$ cat config.mk
export PLATFORM = sky130hd
export DESIGN_NAME = lcd_cmd_feeder_flat
export DESIGN_NICKNAME = d
export VERILOG_FILES = /design/src/rtl/lcd_pkg.sv /design/src/rtl/lcd_cmd_feeder_if.sv /design/src/rtl/lcd_cmd_feeder_fifo.sv /design/src/rtl/lcd_cmd_feeder.sv /design/src/flat_wrapper.sv
export SDC_FILE = /design/constraint.sdc
export NUM_CORES = 1
export LEC_CHECK = 0
export BUFFER_PORTS_ARGS = -buffer_cell sky130_fd_sc_hd__buf_2
export CORE_MARGIN = 3
export CORE_UTILIZATION = 57
export CTS_CLUSTER_DIAMETER = 120
export CTS_CLUSTER_SIZE = 14
export DETAILED_ROUTE_END_ITERATION = 8
export HOLD_SLACK_MARGIN = 0.15
export PLACE_DENSITY = 0.87
export SLEW_MARGIN = 0
export SYNTH_ARGS = -nofsm -noshare
export SYNTH_HDL_FRONTEND = slang
export SYNTH_HIERARCHICAL = 1
export SYNTH_SLANG_ARGS = --single-unit
$ cat constraint.sdc
create_clock -name clk -period 4.1 [get_ports clk]
set_clock_uncertainty 0.1 [all_clocks]
set_input_delay 0.41 -clock clk [delete_from_list [all_inputs] [get_ports clk]]
set_output_delay 0.41 -clock clk [all_outputs]
set_load 0.05 [all_outputs]
$ cat src/rtl/lcd_pkg.sv
// Shared LCD controller definitions: command codes, image geometry and the
// feeder FSM state type.
package lcd_pkg;

  localparam int unsigned CMD_W  = 4;
  localparam int unsigned DATA_W = 8;

  typedef enum logic [CMD_W-1:0] {
    CMD_LOAD        = 4'd0,
    CMD_WRITE       = 4'd1,
    CMD_ZOOM_IN     = 4'd2,
    CMD_ZOOM_FIT    = 4'd3,
    CMD_SHIFT_RIGHT = 4'd4,
    CMD_SHIFT_LEFT  = 4'd5,
    CMD_SHIFT_UP    = 4'd6,
    CMD_AVERAGE     = 4'd7,
    CMD_SHIFT_DOWN  = 4'd8
  } lcd_cmd_e;

  localparam logic [CMD_W-1:0] CMD_MAX = 4'd8;

  localparam int unsigned IMG_W     = 12;
  localparam int unsigned IMG_H     = 9;
  localparam int unsigned IMG_BYTES = IMG_W * IMG_H;

  typedef enum logic [1:0] {
    ST_IDLE,
    ST_ISSUE,
    ST_WAIT_HI,
    ST_WAIT_LO
  } feeder_state_e;

endpackage

$ cat src/rtl/lcd_cmd_feeder_if.sv
// Host, image-ROM and controller handshake signals of the command feeder.
interface lcd_cmd_feeder_if
  import lcd_pkg::*;
#(
  parameter int unsigned ADDR_W = 7
);
  logic [CMD_W-1:0]  host_cmd;
  logic              host_valid;
  logic              host_ready;
  logic              rom_rd;
  logic [ADDR_W-1:0] rom_addr;
  logic [DATA_W-1:0] rom_data;
  logic [CMD_W-1:0]  cmd;
  logic              cmd_valid;
  logic [DATA_W-1:0] datain;
  logic              busy;
  logic              cmd_err;
  logic              idle;

  modport master (
    input  host_cmd, host_valid, rom_data, busy,
    output host_ready, rom_rd, rom_addr, cmd, cmd_valid, datain, cmd_err, idle
  );

  modport slave (
    output host_cmd, host_valid, rom_data, busy,
    input  host_ready, rom_rd, rom_addr, cmd, cmd_valid, datain, cmd_err, idle
  );
endinterface

$ cat src/rtl/lcd_cmd_feeder_fifo.sv
// Host command FIFO: power-of-two depth, first-word fall-through head.
module lcd_cmd_fifo
  import lcd_pkg::*;
#(
  parameter int unsigned FIFO_DEPTH = 4
) (
  input  logic             clk,
  input  logic             reset,
  input  logic             push_i,
  input  logic [CMD_W-1:0] data_i,
  input  logic             pop_i,
  output logic [CMD_W-1:0] data_o,
  output logic             full_o,
  output logic             empty_o
);
  localparam int unsigned PTR_W = $clog2(FIFO_DEPTH);
  localparam int unsigned CNT_W = PTR_W + 1;

  logic [CMD_W-1:0] mem_q [FIFO_DEPTH];
  logic [PTR_W-1:0] wr_ptr_q, rd_ptr_q;
  logic [CNT_W-1:0] count_q;
  logic             push_ok_c, pop_ok_c;

  assign full_o    = (count_q == CNT_W'(FIFO_DEPTH));
  assign empty_o   = (count_q == '0);
  assign push_ok_c = push_i && !full_o;
  assign pop_ok_c  = pop_i && !empty_o;
  assign data_o    = mem_q[rd_ptr_q];

  // Pointers wrap naturally since the depth is a power of two.
  always_ff @(posedge clk or posedge reset) begin
    if (reset) begin
      wr_ptr_q <= '0;
      rd_ptr_q <= '0;
      count_q  <= '0;
    end else begin
      if (push_ok_c) wr_ptr_q <= wr_ptr_q + PTR_W'(1);
      if (pop_ok_c)  rd_ptr_q <= rd_ptr_q + PTR_W'(1);
      case ({push_ok_c, pop_ok_c})
        2'b10:   count_q <= count_q + CNT_W'(1);
        2'b01:   count_q <= count_q - CNT_W'(1);
        default: count_q <= count_q;
      endcase
    end
  end

  always_ff @(posedge clk) begin
    if (push_ok_c) mem_q[wr_ptr_q] <= data_i;
  end

endmodule

$ cat src/rtl/lcd_cmd_feeder.sv
// Issues buffered host commands one at a time to the LCD controller and
// streams the LOAD image from ROM aligned with the controller capture window.
module lcd_cmd_feeder #(
  parameter int unsigned FIFO_DEPTH = 4,
  parameter int unsigned IMG_BYTES  = lcd_pkg::IMG_BYTES,
  parameter int unsigned ADDR_W     = 7
) (
  input logic              clk,
  input logic              reset,
  lcd_cmd_feeder_if.master bus
);
  localparam int unsigned CW = lcd_pkg::CMD_W;
  localparam logic [ADDR_W-1:0] LAST_ADDR = ADDR_W'(IMG_BYTES - 1);

  lcd_pkg::feeder_state_e state_q, state_d;
  logic              cmd_valid_q, cmd_valid_d;
  logic [CW-1:0]     cmd_q, cmd_d;
  logic              rom_rd_q, rom_rd_d;
  logic [ADDR_W-1:0] rom_addr_q, rom_addr_d;
  logic              cmd_err_q, cmd_err_d;

  logic          push_c, pop_c, full_c, empty_c;
  logic [CW-1:0] head_c;

  lcd_cmd_fifo #(.FIFO_DEPTH(FIFO_DEPTH)) u_fifo (
    .clk     (clk),
    .reset   (reset),
    .push_i  (push_c),
    .data_i  (bus.host_cmd),
    .pop_i   (pop_c),
    .data_o  (head_c),
    .full_o  (full_c),
    .empty_o (empty_c)
  );

  assign push_c         = bus.host_valid && !full_c;
  assign bus.host_ready = !full_c;
  assign bus.idle       = (state_q == lcd_pkg::ST_IDLE) && empty_c;
  assign bus.datain     = bus.rom_data;
  assign bus.cmd_valid  = cmd_valid_q;
  assign bus.cmd        = cmd_q;
  assign bus.rom_rd     = rom_rd_q;
  assign bus.rom_addr   = rom_addr_q;
  assign bus.cmd_err    = cmd_err_q;

  // Next-state and registered-output logic.
  always_comb begin
    state_d     = state_q;
    cmd_valid_d = 1'b0;
    cmd_d       = cmd_q;
    cmd_err_d   = 1'b0;
    rom_rd_d    = rom_rd_q;
    rom_addr_d  = rom_addr_q;
    pop_c       = 1'b0;

    // Image stream runs on its own once started and parks on the last byte.
    if (rom_rd_q) begin
      if (rom_addr_q == LAST_ADDR) rom_rd_d = 1'b0;
      else                         rom_addr_d = rom_addr_q + ADDR_W'(1);
    end

    case (state_q)
      lcd_pkg::ST_IDLE: begin
        if (!empty_c && !bus.busy) begin
          pop_c = 1'b1;
          if (head_c > lcd_pkg::CMD_MAX) begin
            cmd_err_d = 1'b1;
          end else begin
            state_d     = lcd_pkg::ST_ISSUE;
            cmd_valid_d = 1'b1;
            cmd_d       = head_c;
            if (head_c == lcd_pkg::CMD_LOAD) begin
              rom_rd_d   = 1'b1;
              rom_addr_d = '0;
            end
          end
        end
      end
      lcd_pkg::ST_ISSUE: state_d = lcd_pkg::ST_WAIT_HI;
      lcd_pkg::ST_WAIT_HI: begin
        // Controller must have raised busy by now; otherwise the command was lost.
        if (bus.busy) begin
          state_d = lcd_pkg::ST_WAIT_LO;
        end else begin
          state_d   = lcd_pkg::ST_IDLE;
          cmd_err_d = 1'b1;
        end
      end
      lcd_pkg::ST_WAIT_LO: if (!bus.busy) state_d = lcd_pkg::ST_IDLE;
      default: state_d = lcd_pkg::ST_IDLE;
    endcase
  end

  always_ff @(posedge clk or posedge reset) begin
    if (reset) begin
      state_q     <= lcd_pkg::ST_IDLE;
      cmd_valid_q <= 1'b0;
      cmd_q       <= '0;
      rom_rd_q    <= 1'b0;
      rom_addr_q  <= '0;
      cmd_err_q   <= 1'b0;
    end else begin
      state_q     <= state_d;
      cmd_valid_q <= cmd_valid_d;
      cmd_q       <= cmd_d;
      rom_rd_q    <= rom_rd_d;
      rom_addr_q  <= rom_addr_d;
      cmd_err_q   <= cmd_err_d;
    end
  end

endmodule

$ cat src/flat_wrapper.sv
// flat-port wrapper written by rule: the top's interface ports become plain ports
module lcd_cmd_feeder_flat 
#(
  parameter int unsigned FIFO_DEPTH = 4,
  parameter int unsigned IMG_BYTES  = lcd_pkg::IMG_BYTES,
  parameter int unsigned ADDR_W     = 7
)
  (clk, reset, bus_host_cmd, bus_host_valid, bus_rom_data, bus_busy, bus_host_ready, bus_rom_rd, bus_rom_addr, bus_cmd, bus_cmd_valid, bus_datain, bus_cmd_err, bus_idle);
  lcd_cmd_feeder_if #(.ADDR_W(ADDR_W)) bus_i ();
  input logic clk;
  input logic reset;
  input wire logic [$bits(bus_i.host_cmd)-1:0] bus_host_cmd;
  input wire logic [$bits(bus_i.host_valid)-1:0] bus_host_valid;
  input wire logic [$bits(bus_i.rom_data)-1:0] bus_rom_data;
  input wire logic [$bits(bus_i.busy)-1:0] bus_busy;
  output wire logic [$bits(bus_i.host_ready)-1:0] bus_host_ready;
  output wire logic [$bits(bus_i.rom_rd)-1:0] bus_rom_rd;
  output wire logic [$bits(bus_i.rom_addr)-1:0] bus_rom_addr;
  output wire logic [$bits(bus_i.cmd)-1:0] bus_cmd;
  output wire logic [$bits(bus_i.cmd_valid)-1:0] bus_cmd_valid;
  output wire logic [$bits(bus_i.datain)-1:0] bus_datain;
  output wire logic [$bits(bus_i.cmd_err)-1:0] bus_cmd_err;
  output wire logic [$bits(bus_i.idle)-1:0] bus_idle;
  assign bus_i.host_cmd = bus_host_cmd;
  assign bus_i.host_valid = bus_host_valid;
  assign bus_i.rom_data = bus_rom_data;
  assign bus_i.busy = bus_busy;
  assign bus_host_ready = bus_i.host_ready;
  assign bus_rom_rd = bus_i.rom_rd;
  assign bus_rom_addr = bus_i.rom_addr;
  assign bus_cmd = bus_i.cmd;
  assign bus_cmd_valid = bus_i.cmd_valid;
  assign bus_datain = bus_i.datain;
  assign bus_cmd_err = bus_i.cmd_err;
  assign bus_idle = bus_i.idle;
  lcd_cmd_feeder #(.FIFO_DEPTH(FIFO_DEPTH), .IMG_BYTES(IMG_BYTES), .ADDR_W(ADDR_W)) u_core (.clk(clk), .reset(reset), .bus(bus_i));
endmodule
## After elaboration in Yosys (flattened, before gate mapping)

Memory sizes are Yosys's and may differ from the RTL's.
Cells that the tools add are included.

| word-level totals | value |
|---|---|
| memory bits (writable) | 16 |
| memories kept | 1 |
| output and inout port bits | 24 |
| word-level logic and storage cells | 70 |
| bits of input ports | 16 |
| flip-flop bits (word level) | 23 |

Memory list:

| name | depth | width | read ports | clocked after memory_dff | write ports | line | text |
|---|---|---|---|---|---|---|---|
| u_core.u_fifo.mem_q | 4 | 4 | 1 | 0 | 1 | lcd_cmd_feeder_fifo.sv:19 | `logic [CMD_W-1:0] mem_q [FIFO_DEPTH];` |

| operators by class | value |
|---|---|
| add/sub/neg operators | 5 |
| muxes and demuxes | 29 |
| eq/ne operators | 10 |
| reduce and logical (&&, ||, !) cells | 14 |
| bitwise logic cells | 1 |
| order comparisons | 1 |

Operators with widths:

| kind | number |
|---|---|
| two-way mux 7 bit | 6 |
| two-way mux 1 bit | 16 |
| two-way mux 2 bit | 4 |
| one-hot mux 2 bit (4 select lines) | 1 |
| adder 7 x 1 -> 7 bit, second input constant | 1 |
| == test 7 bit, second input constant | 1 |
| == test 2 bit, second input constant | 3 |
| inequality test 2 bit, second input constant | 3 |
| one-hot mux 3 bit (2 select lines) | 1 |
| AND reduction 3 bit | 2 |
| logical AND 1 bit | 5 |
| adder 2 x 1 -> 2 bit, second input constant | 2 |
| == test 2 x 1 -> 1 bit, second input constant | 2 |
| > comparator 4 bit, second input constant | 1 |
| logical NOT 4 bit | 1 |
| adder 3 x 1 -> 3 bit, second input constant | 1 |
| == test 3 bit, second input constant | 1 |
| logical NOT 1 bit | 3 |
| logical NOT 3 bit | 1 |
| subtractor 3 x 1 -> 3 bit, second input constant | 1 |
| logical NOT 2 bit | 1 |
| one-hot mux 1 bit (2 select lines) | 1 |
| nonzero test 2 bit | 1 |
| NOT 1 bit | 1 |

## Longest topological paths before layout

Gate-level depths: netlist of the first run.

| logic depth | value |
|---|---|
| depth after elaboration | 8 |
| depth in mapped cells | 11 |

## By module

Netlist of the first run, hierarchy kept.

By module, submodules not included:

| module | area an instance (um2) | seq. area each (um2) | times used | cells an instance |
|---|---|---|---|---|
| lcd_cmd_fifo | 1021.0 | 655.6 | 1 | 59 |
| lcd_cmd_feeder | 829.5 | 400.4 | 1 | 80 |

## Worst setup path before layout of the first run

OpenSTA, ideal clock, no wires.

| timing | value |
|---|---|
| path kind | reg2reg |
| start point | reg u_core.u_fifo.count_q[0] |
| end point | reg u_core.u_fifo.count_q[2] |
| cell stages (with the launch flop) | 12 |
| clock period less this slack | 2410 ps |
| required time | 3921 ps |
| setup slack | 1690 ps |
| library setup time | 79 ps |
| arrival time | 2231 ps |
| cell sequence | dfrtp_1 > nor3_1 > or4_1 > buf_6 > inv_1 > o31a_2 > ha_1 > inv_1 > fa_1 > xor2_1 > nor2_1 > xor2_1 |

| on the way | value |
|---|---|
| cells in the longest elaborated chain, start to end | 8 |
| elaborated cells on any way between the ends | 16 |
| classes of those cells | add/sub (2); eq/ne (3); mux (3); reduce/logical (8) |

Ends and longest elaborated chain:

| element | line | text |
|---|---|---|
| start, declared | lcd_cmd_feeder_fifo.sv:21 | `logic [CNT_W-1:0] count_q;` |
| start signal, assigned | lcd_cmd_feeder_fifo.sv:40 | `2'b10: count_q <= count_q + CNT_W'(1);` |
| start signal, assigned | lcd_cmd_feeder_fifo.sv:41 | `2'b01: count_q <= count_q - CNT_W'(1);` |
| start signal, assigned | lcd_cmd_feeder_fifo.sv:42 | `default: count_q <= count_q;` |
| logical NOT 3 bit (*) | lcd_cmd_feeder_fifo.sv:25 | `assign empty_o = (count_q == '0);` |
| via u_core.empty_c | lcd_cmd_feeder.sv:22 | `logic push_c, pop_c, full_c, empty_c;` |
| logical NOT 1 bit (*) | lcd_cmd_feeder.sv:64 | `if (!empty_c && !bus.busy) begin` |
| logical AND 1 bit (*) | lcd_cmd_feeder.sv:64 |  |
| two-way mux 1 bit (*) | lcd_cmd_feeder.sv:64 |  |
| two-way mux 1 bit (*) | lcd_cmd_feeder.sv:62 | `case (state_q)` |
| via u_core.pop_c | lcd_cmd_feeder.sv:22 |  |
| logical AND 1 bit (*) | lcd_cmd_feeder_fifo.sv:27 | `assign pop_ok_c = pop_i && !empty_o;` |
| via u_core.u_fifo.pop_ok_c | lcd_cmd_feeder_fifo.sv:22 | `logic push_ok_c, pop_ok_c;` |
| == test 2 x 1 -> 1 bit / == test 2 bit (equally long branches) | lcd_cmd_feeder_fifo.sv:39 | `case ({push_ok_c, pop_ok_c})` |
| one-hot mux 3 bit (2 select lines) / nonzero test 2 bit (equally long branches) | n/a |  |

The timed path passes the listed nets; every way through them passes the cells marked *.
A chain may end at the register's enable or synchronous reset.

## Worst setup path after layout of the first run

| timing | value |
|---|---|
| start point | in bus_busy |
| end point | reg u_core.u_fifo.count_q[2] |

| on the way | value |
|---|---|
| cells in the longest elaborated chain, start to end | 7 |
| elaborated cells on any way between the ends | 9 |
| classes of those cells | eq/ne (2); mux (3); reduce/logical (4) |

Ends and longest elaborated chain:

| element | line | text |
|---|---|---|
| start, declared | flat_wrapper.sv:15 | `input wire logic [$bits(bus_i.busy)-1:0] bus_busy;` |
| logical NOT 1 bit (*) | lcd_cmd_feeder.sv:64 |  |
| logical AND 1 bit (*) | lcd_cmd_feeder.sv:64 |  |
| two-way mux 1 bit (*) | lcd_cmd_feeder.sv:64 |  |
| two-way mux 1 bit (*) | lcd_cmd_feeder.sv:62 |  |
| via u_core.pop_c | lcd_cmd_feeder.sv:22 |  |
| logical AND 1 bit (*) | lcd_cmd_feeder_fifo.sv:27 |  |
| via u_core.u_fifo.pop_ok_c | lcd_cmd_feeder_fifo.sv:22 |  |
| == test 2 x 1 -> 1 bit / == test 2 bit (equally long branches) | lcd_cmd_feeder_fifo.sv:39 |  |
| one-hot mux 3 bit (2 select lines) / nonzero test 2 bit (equally long branches) | n/a |  |

Marked as above.

==> summary.md, run 1 <==
| Metric | Value |
|---|---|
| Synthesized area | `approximately 1900 µm²` |
| Crit path max fanout | `9` |
| Clock Latency Late Sink | `around 350 ps` |
| Post-synthesis xor/xnor area fraction | `0.0379` |
| Die W | `63.0 µm` |
| Pin count of the biggest net entering global routing | `17` |
| Worst VDD drop | `slightly below 0.5 mV` |
| Yosys reg bits | `39` |
| Cell Chain, Critical Path | `dlygate4sd3_1, buf_2, or4_1, inv_1, o31a_2, ha_1, inv_1, fa_1, xor2_1, nor2_1, xor2_1` |
| RSZ-0062 raised after global routing | `no` |
| Worst EP arrival | `slightly above 3000 ps` |
| Initial Util | `0.601` |
| Sequential Power Share | `0.373` |
| Mux cell area share after synthesis | `0.0974` |
| H-tree levels | `2` |
| GR Util met1 | `0.188` |
| Core area | `approximately 3000 µm²` |
| Detailed Routing Iterations Pass 1 | `4` |
| Status | `finished clean` |
| Finished Core Util | `0.676` |
| I/O pin cnt | `40` |
| Final wirelength | `3120 µm` |
| Switching part of the total | `0.435` |
| Final setup fails | `0` |
| Number of flops mapped to enable cells by yosys | `16` |
| Leak Pwr | `slightly above 0.9 nW` |
| Met3 Track Usage GR | `0.0773` |
| Commonest non-fill, non-tap cells in the layout | `buf_2, dfrtp_1, inv_1, edfxtp_1, nand2_1` |
| CTS tree | `built` |
| Die H | `63.0 µm` |
| Layout cells sized above 1 | `0.296` |
| P&R area growth vs syn | `12.4%` |
| Total Routing Usage GR | `0.183` |
| Post-synth ARST share | `0.590` |
| Post-route minimum period | `around 2900 ps` |
| Vias per cell | `around 5.3` |
| Global-route wire length before repair | `between 5000 and 6000 µm` |
| Routed vias | `1095` |
| Synth Flop Type | `dfrtp_1` |
| Clk Tree Root Cell | `clkbuf_4` |
| Ant diodes | `0` |
| Worst-path clk slew | `~110 ps` |
| Setup ws final | `about 1200 ps` |
| Final Max Tran Viols | `0` |
| Max-cap violations | `0` |
| Input/output buffers | `23` |
| Compound-Gate Fraction of Synth Area | `0.0622` |
| Internal power | `0.00106 W` |
| # rows | `20` |
| Largest family of logic cells by synthesized area | `simple AND/OR/NAND/NOR gates` |
| DIE AREA | `3970 µm²` |
| Hold_ws | `approximately 180 ps` |
| Grt met2 use | `0.325` |
| Place WS | `about 1400 ps` |
| HPWL Detailed | `between 2000 and 2500 µm` |
| Cells after synthesis | `~140` |
| Routed Antenna Nets | `0` |
| Crit path capture type | `flip-flop` |
| GR peak layer | `met2` |
| # DRC | `0` |
| Comb power frac | `0.458` |
| Clock power share | `0.168` |
| Post-DR wirelength/cell | `roughly 15 µm` |
| Critical Path Source Type | `input pin` |
| Cell Pwr Density | `902 nW/µm²` |
| CTS buffer count | `5` |
| Setup tns final | `0 ps` |
| CP Class | `in -> reg` |
| Iter 0 DRT Violations | `29` |
| Final period utilization | `0.701` |
| Initial antenna violation count | `0` |
| Post-synthesis adder-cell area fraction | `0.0514` |
| Synth Warn # | `6` |
| Slowest-stage cell, CP | `or4_1` |
| Simple-Gate Fraction of Synth Area | `0.102` |
| Synth cell types | `36` |
| Slew at the pin closest to its max-slew limit | `slightly below 600 ps` |
| Syn nets | `162` |
| Register area share after synthesis | `0.571` |
| Gr ovfl total | `0` |
| Critical path required time | `around 4300 ps` |
| Final net count | `184` |
| CP max stage delay | `between 600 and 700 ps` |
| Vias in the first global route | `1124` |
| Hold crit path type | `in -> reg` |
| Max frequency | `between 300 and 400 MHz` |
| Max-slew headroom | `0.603` |
| GPL Wtd Cong | `just over 0.7` |
| Post-Syn Area per Cell | `13.3 µm²` |
| CTS Buffer Depth | `2` |
| Sink Count | `39` |
| Final Hold Viols | `0` |
| FILL cells | `237` |
| Sw power | `slightly above 0.0008 W` |
## final cells by class
type	instances	area [µm²]	area share
clock inverters	3	67.6	0.0325
clock buffers	5	37.5	0.0180
repair buffers	27	155	0.0746
multi-input cells	72	649	0.312
well taps	44	55.1	0.0265
inverters	16	60.1	0.0289
flip-flops and latches	39	1060	0.508
## path summary, 6_finish.rpt
| check | from | to | slack (ps) | cells after the start |
|---|---|---|---|---|
| setup / recovery | bus_busy | u_core/u_fifo/count_q[2] | 1230 | 11 |
| hold / removal | bus_host_cmd[3] | u_core/u_fifo/mem_q[2][3] | 180 | 1 |
| setup reg to reg | u_core/u_fifo/count_q[0] | u_core/u_fifo/count_q[2] | 1410 | 10 |
| hold reg to reg | u_core/state_q[0] | u_core/bus.cmd_err | 400 | 1 |
| max in group asynchronous | reset | u_core/bus.cmd[0] | 2940 | 3 |
| min in group asynchronous | reset | u_core/u_fifo/count_q[0] | 430 | 3 |
## stage by stage
step                instance area [µm²]  total power (W)  cells
finish                             2080          0.00188    206
global route                       2080          0.00200    206
CTS                                2060          0.00189    204
detailed placement                 1940          0.00157    194
global placement                   1940          0.00152    194
floorplan                          1850          0.00141    139
## layer usage
| metal | routed length, µm | part of all wire | vias to the layer above |
|---|---|---|---|
| met5 | 0 | 0 | - |
| met4 | 44 | 0.014 | 0 |
| met3 | 197 | 0.063 | 6 |
| met2 | 1680 | 0.54 | 36 |
| met1 | 1190 | 0.38 | 537 |
| li1 | - | - | 516 |
## synthesized netlist by cell type (all sizes together) (2+ instances only)
cell	number	area, µm²
dfrtp	23	576
edfxtp	16	480
inv	16	60.1
buf	11	81.3
nand2	7	26.3
ha	6	75.1
xor2	5	43.8
and2	4	28.8
mux2	4	60.1
mux4	4	90.1
nor2	4	15.0
nor3	4	25.0
o31ai	4	30.0
a21oi	3	15.0
mux2i	3	30.0
o21ai	3	15.0
or3	3	18.8
xnor2	3	26.3
a31oi	2	12.5
nand4	2	12.5
nor2b	2	20.0
## flip-flops by register name (all words and copies together) (netlist names)
name	flops
u_core/bus.cmd_valid	1
u_core/u_fifo/mem_q	16
u_core/u_fifo/rd_ptr_q	2
u_core/state_q	2
u_core/u_fifo/count_q	3
u_core/bus.cmd_err	1
u_core/u_fifo/wr_ptr_q	2
u_core/bus.cmd	4
u_core/bus.rom_addr	7
u_core/bus.rom_rd	1
## cells by family after synthesis
kind of cell,count (synthesis)
buffers and inverters,28
XOR/XNOR,8
multiplexers,11
adder cells (fa/ha/maj),7
AND/OR/NAND/NOR,30
AO/OA/AOI/OAI,16
flip-flops,39
## power groups by stage
stage          sequential, W  clock [W]  combinational [W]
2_1_floorplan       0.000907          0           0.000501
3_3_place_gp        0.000696          0           0.000826
3_5_place_dp        0.000709          0           0.000859
4_1_cts             0.000705   0.000323           0.000863
5_1_grt             0.000730   0.000344           0.000925
6_report            0.000701   0.000316           0.000860
## worst max-delay path: cells and delay by family
| kind | cells | cell delay [ps] |
|---|---|---|
| adder cells (fa/ha/maj) | 2 | 570 |
| buffers and inverters | 4 | 840 |
| AO/OA/AOI/OAI | 1 | 180 |
| XOR/XNOR | 2 | 300 |
| AND/OR/NAND/NOR | 2 | 750 |
## what timing repair did
| item | CTS | global route |
|---|---|---|
| setup buffers | 0 | 0 |
| resized for setup | 0 | 0 |
| hold endpoints to repair | 24 | 7 |
| hold buffers | 2 | 2 |
No activity file was read; power rests on OpenSTA's default activity.
==> inputs of run 2 (changes only) <==
--- a/config.mk
+++ b/config.mk
@@ -7,12 +7,12 @@
 export LEC_CHECK = 0
 export BUFFER_PORTS_ARGS = -buffer_cell sky130_fd_sc_hd__buf_2
 export CORE_MARGIN = 3
-export CORE_UTILIZATION = 57
+export CORE_UTILIZATION = 48
 export CTS_CLUSTER_DIAMETER = 120
 export CTS_CLUSTER_SIZE = 14
 export DETAILED_ROUTE_END_ITERATION = 8
 export HOLD_SLACK_MARGIN = 0.15
-export PLACE_DENSITY = 0.87
+export PLACE_DENSITY = 0.79
 export SLEW_MARGIN = 0
 export SYNTH_ARGS = -nofsm -noshare
 export SYNTH_HDL_FRONTEND = slang
==> constraint.sdc (replaced) <==
create_clock -name clk -period 2.4 [get_ports clk]
set_clock_uncertainty 0.1 [all_clocks]
set_input_delay 0.24 -clock clk [delete_from_list [all_inputs] [get_ports clk]]
set_output_delay 0.24 -clock clk [all_outputs]
set_load 0.05 [all_outputs]
==> run 2 against run 1 <==
- setup slack got worse by 1100 ps
- register-to-register slack got worse by 1300 ps
- sequential power up 65%
- combinational power grew 95%
- first-iteration DRC count grew 28%
- clock power increased by 36%
- flip-flop and latch count unchanged
- cell area grew 5.1%
- non-clock buffer count increased by 11
- hold slack gained 150 ps
- via count rose by 4.4%
- die area increased by 17%
==> summary.md, run 2 (synthesized netlist as in run 1, its figures left out) <==
| Metric | Value |
|---|---|
| Clk Tree Root Cell | `clkbuf_8` |
| Layout cells sized above 1 | `0.358` |
| Iter 0 DRT Violations | `37` |
| Vias in the first global route | `between 1000 and 1500` |
| Commonest non-fill, non-tap cell in the layout | `buf_2` |
| Max-slew headroom | `0.600` |
| Die H | `68.1 µm` |
| R2R cell count | `9` |
| P&R area growth vs syn | `18.1%` |
| I/O pin cnt | `40` |
| CP Class | `reg -> reg` |
| Worst-path clk slew | `80 ps` |
| DIE AREA | `~4600 µm²` |
| Status | `finished clean` |
| Core area | `3520 µm²` |
| CTS Buffer Depth | `2` |
| Leak Pwr | `0.973 nW` |
| Cell Pwr Density | `about 1500 nW/µm²` |
| HPWL Detailed | `~2400 µm` |
| Hold crit path type | `in -> async` |
| Final net count | `195` |
| Max-cap violations | `0` |
| Final Hold Viols | `0` |
| Routed vias | `about 1100` |
| Critical path origin | `u_core/state_q[0]` |
| Clock Latency Late Sink | `290 ps` |
| Input/output buffers | `23` |
| Total Routing Usage GR | `0.166` |
| Commonest non-fill, non-tap cells in the layout | `buf_2, dfrtp_1, inv_1, edfxtp_1, buf_4` |
| Critical Path Source Type | `flip-flop` |
| H-tree levels | `2` |
| Die W | `~68 µm` |
| Final period utilization | `0.949` |
| CTS tree | `built` |
| Worst VDD drop | `approximately 0.85 mV` |
| Crit path capture type | `flip-flop` |
| RSZ-0062 raised after global routing | `no` |
| Final Max Tran Viols | `0` |
| CTS buffer count | `5` |
| Slowest-stage cell, CP | `or4_4` |
| Pin count of the biggest net entering global routing | `17` |
| Post-DR wirelength/cell | `14.9 µm` |
| GPL Wtd Cong | `0.728` |
| Slew at the pin closest to its max-slew limit | `600 ps` |
| Detailed Routing Iterations Pass 1 | `4` |
| Crit path max fanout | `3` |
| Sink Count | `39` |
| Cell Chain, Critical Path | `or4_4, inv_1, o31a_2, ha_4, inv_1, fa_2, xor2_1, nor2_1, xor2_1` |
| R2R Path Start | `u_core/state_q[0]` |
| Max reg flops | `16` |
| CP max stage delay | `roughly 520 ps` |
| Hold_ws | `approximately 330 ps` |
| Final wirelength | `between 3000 and 4000 µm` |
| Final Non-Filler Cells | `219` |
| # rows | `21` |
| Worst EP arrival | `2390 ps` |
| Post-route minimum period | `between 2000 and 2500 ps` |
| Ant diodes | `0` |
| Initial antenna violation count | `0` |
| Critical path required time | `about 2500 ps` |
| # DRC | `0` |
| Top reg by flops | `u_core/u_fifo/mem_q` |
| Final setup fails | `0` |
| Inst Count DP | `~200` |
| Initial Util | `0.526` |
| Global-route wire length before repair | `roughly 5500 µm` |
| Max frequency | `about 440 MHz` |
| Routed Antenna Nets | `0` |
| FILL cells | `approximately 270` |
| Gr ovfl total | `0` |
| Vias per cell | `5.22` |
==> run 2: metrics by stage <==
step / worst slack [ps] / TNS [ps] / instance area, µm² / power (W) / util
4_1_cts: 21.4 / 0 / 2160 / 0.00324 / 0.612
6_report: 123 / 0 / 2190 / 0.00327 / 0.621
3_5_place_dp: -0.710 / -0.710 / 2000 / 0.00279 / 0.568
3_3_place_gp: 94.0 / 0 / 2000 / 0.00270 / 0.568
2_1_floorplan: 20.0 / 0 / 1860 / 0.00242 / -
5_1_grt: 2.92 / 0 / 2190 / 0.00350 / 0.621
==> run 2: where the power goes <==
group,leakage [nW],internal (W),switching [W]
clock network,0.0402,0.000202,0.000227
registers,0.423,0.000959,0.000202
logic,0.510,0.000653,0.00103
==> run 2: cell type report <==
class,count,area [µm²],area share
timing repair buffer,38,243,0.111
clock inverter,3,20.0,0.00916
tap,46,57.6,0.0263
clock buffer,5,68.8,0.0315
multi-input combinational,72,679,0.311
inverter,16,60.1,0.0275
sequential,39,1060,0.484
==> run 2: routing by layer <==
layer	track usage	routed length [µm]	vias to the layer above
li1	-	-	540
met1	0.173	1230	554
met2	0.303	1730	31
met3	0.0361	183	18
met4	0.0968	113	0
met5	0	0	-
==> run 2: path summary, 6_finish.rpt <==
kind,end,slack (ps)
min in group clk,u_core/u_fifo/wr_ptr_q[0],360
worst max-delay path,u_core/u_fifo/count_q[2],120
worst min register to register,u_core/bus.cmd[3],410
max in group asynchronous,u_core/bus.rom_addr[4],1340
worst min-delay path,u_core/u_fifo/count_q[2],330
worst max register to register,u_core/u_fifo/count_q[2],120
==> run 2: timing repair <==
| action | CTS | global route |
|---|---|---|
| endpoints found under the setup margin | 1 | 7 |
| cloned | 0 | 0 |
| resized for setup | 0 | 4 |
| buffers inserted | 1 | 1 |
| hold buffers | 6 | 0 |
| pin swaps | 0 | 1 |
| hold endpoints to repair | 42 | 0 |
==> run 2: worst max-delay path, delay by kind of cell, from the launching register on <==
| family | cells | cell delay [ps] |
|---|---|---|
| simple gates | 2 | 640 |
| fa+ha+maj | 2 | 480 |
| flops | 1 | 390 |
| xor+xnor | 2 | 300 |
| compound gates | 1 | 180 |
| buf+inv | 2 | 120 |
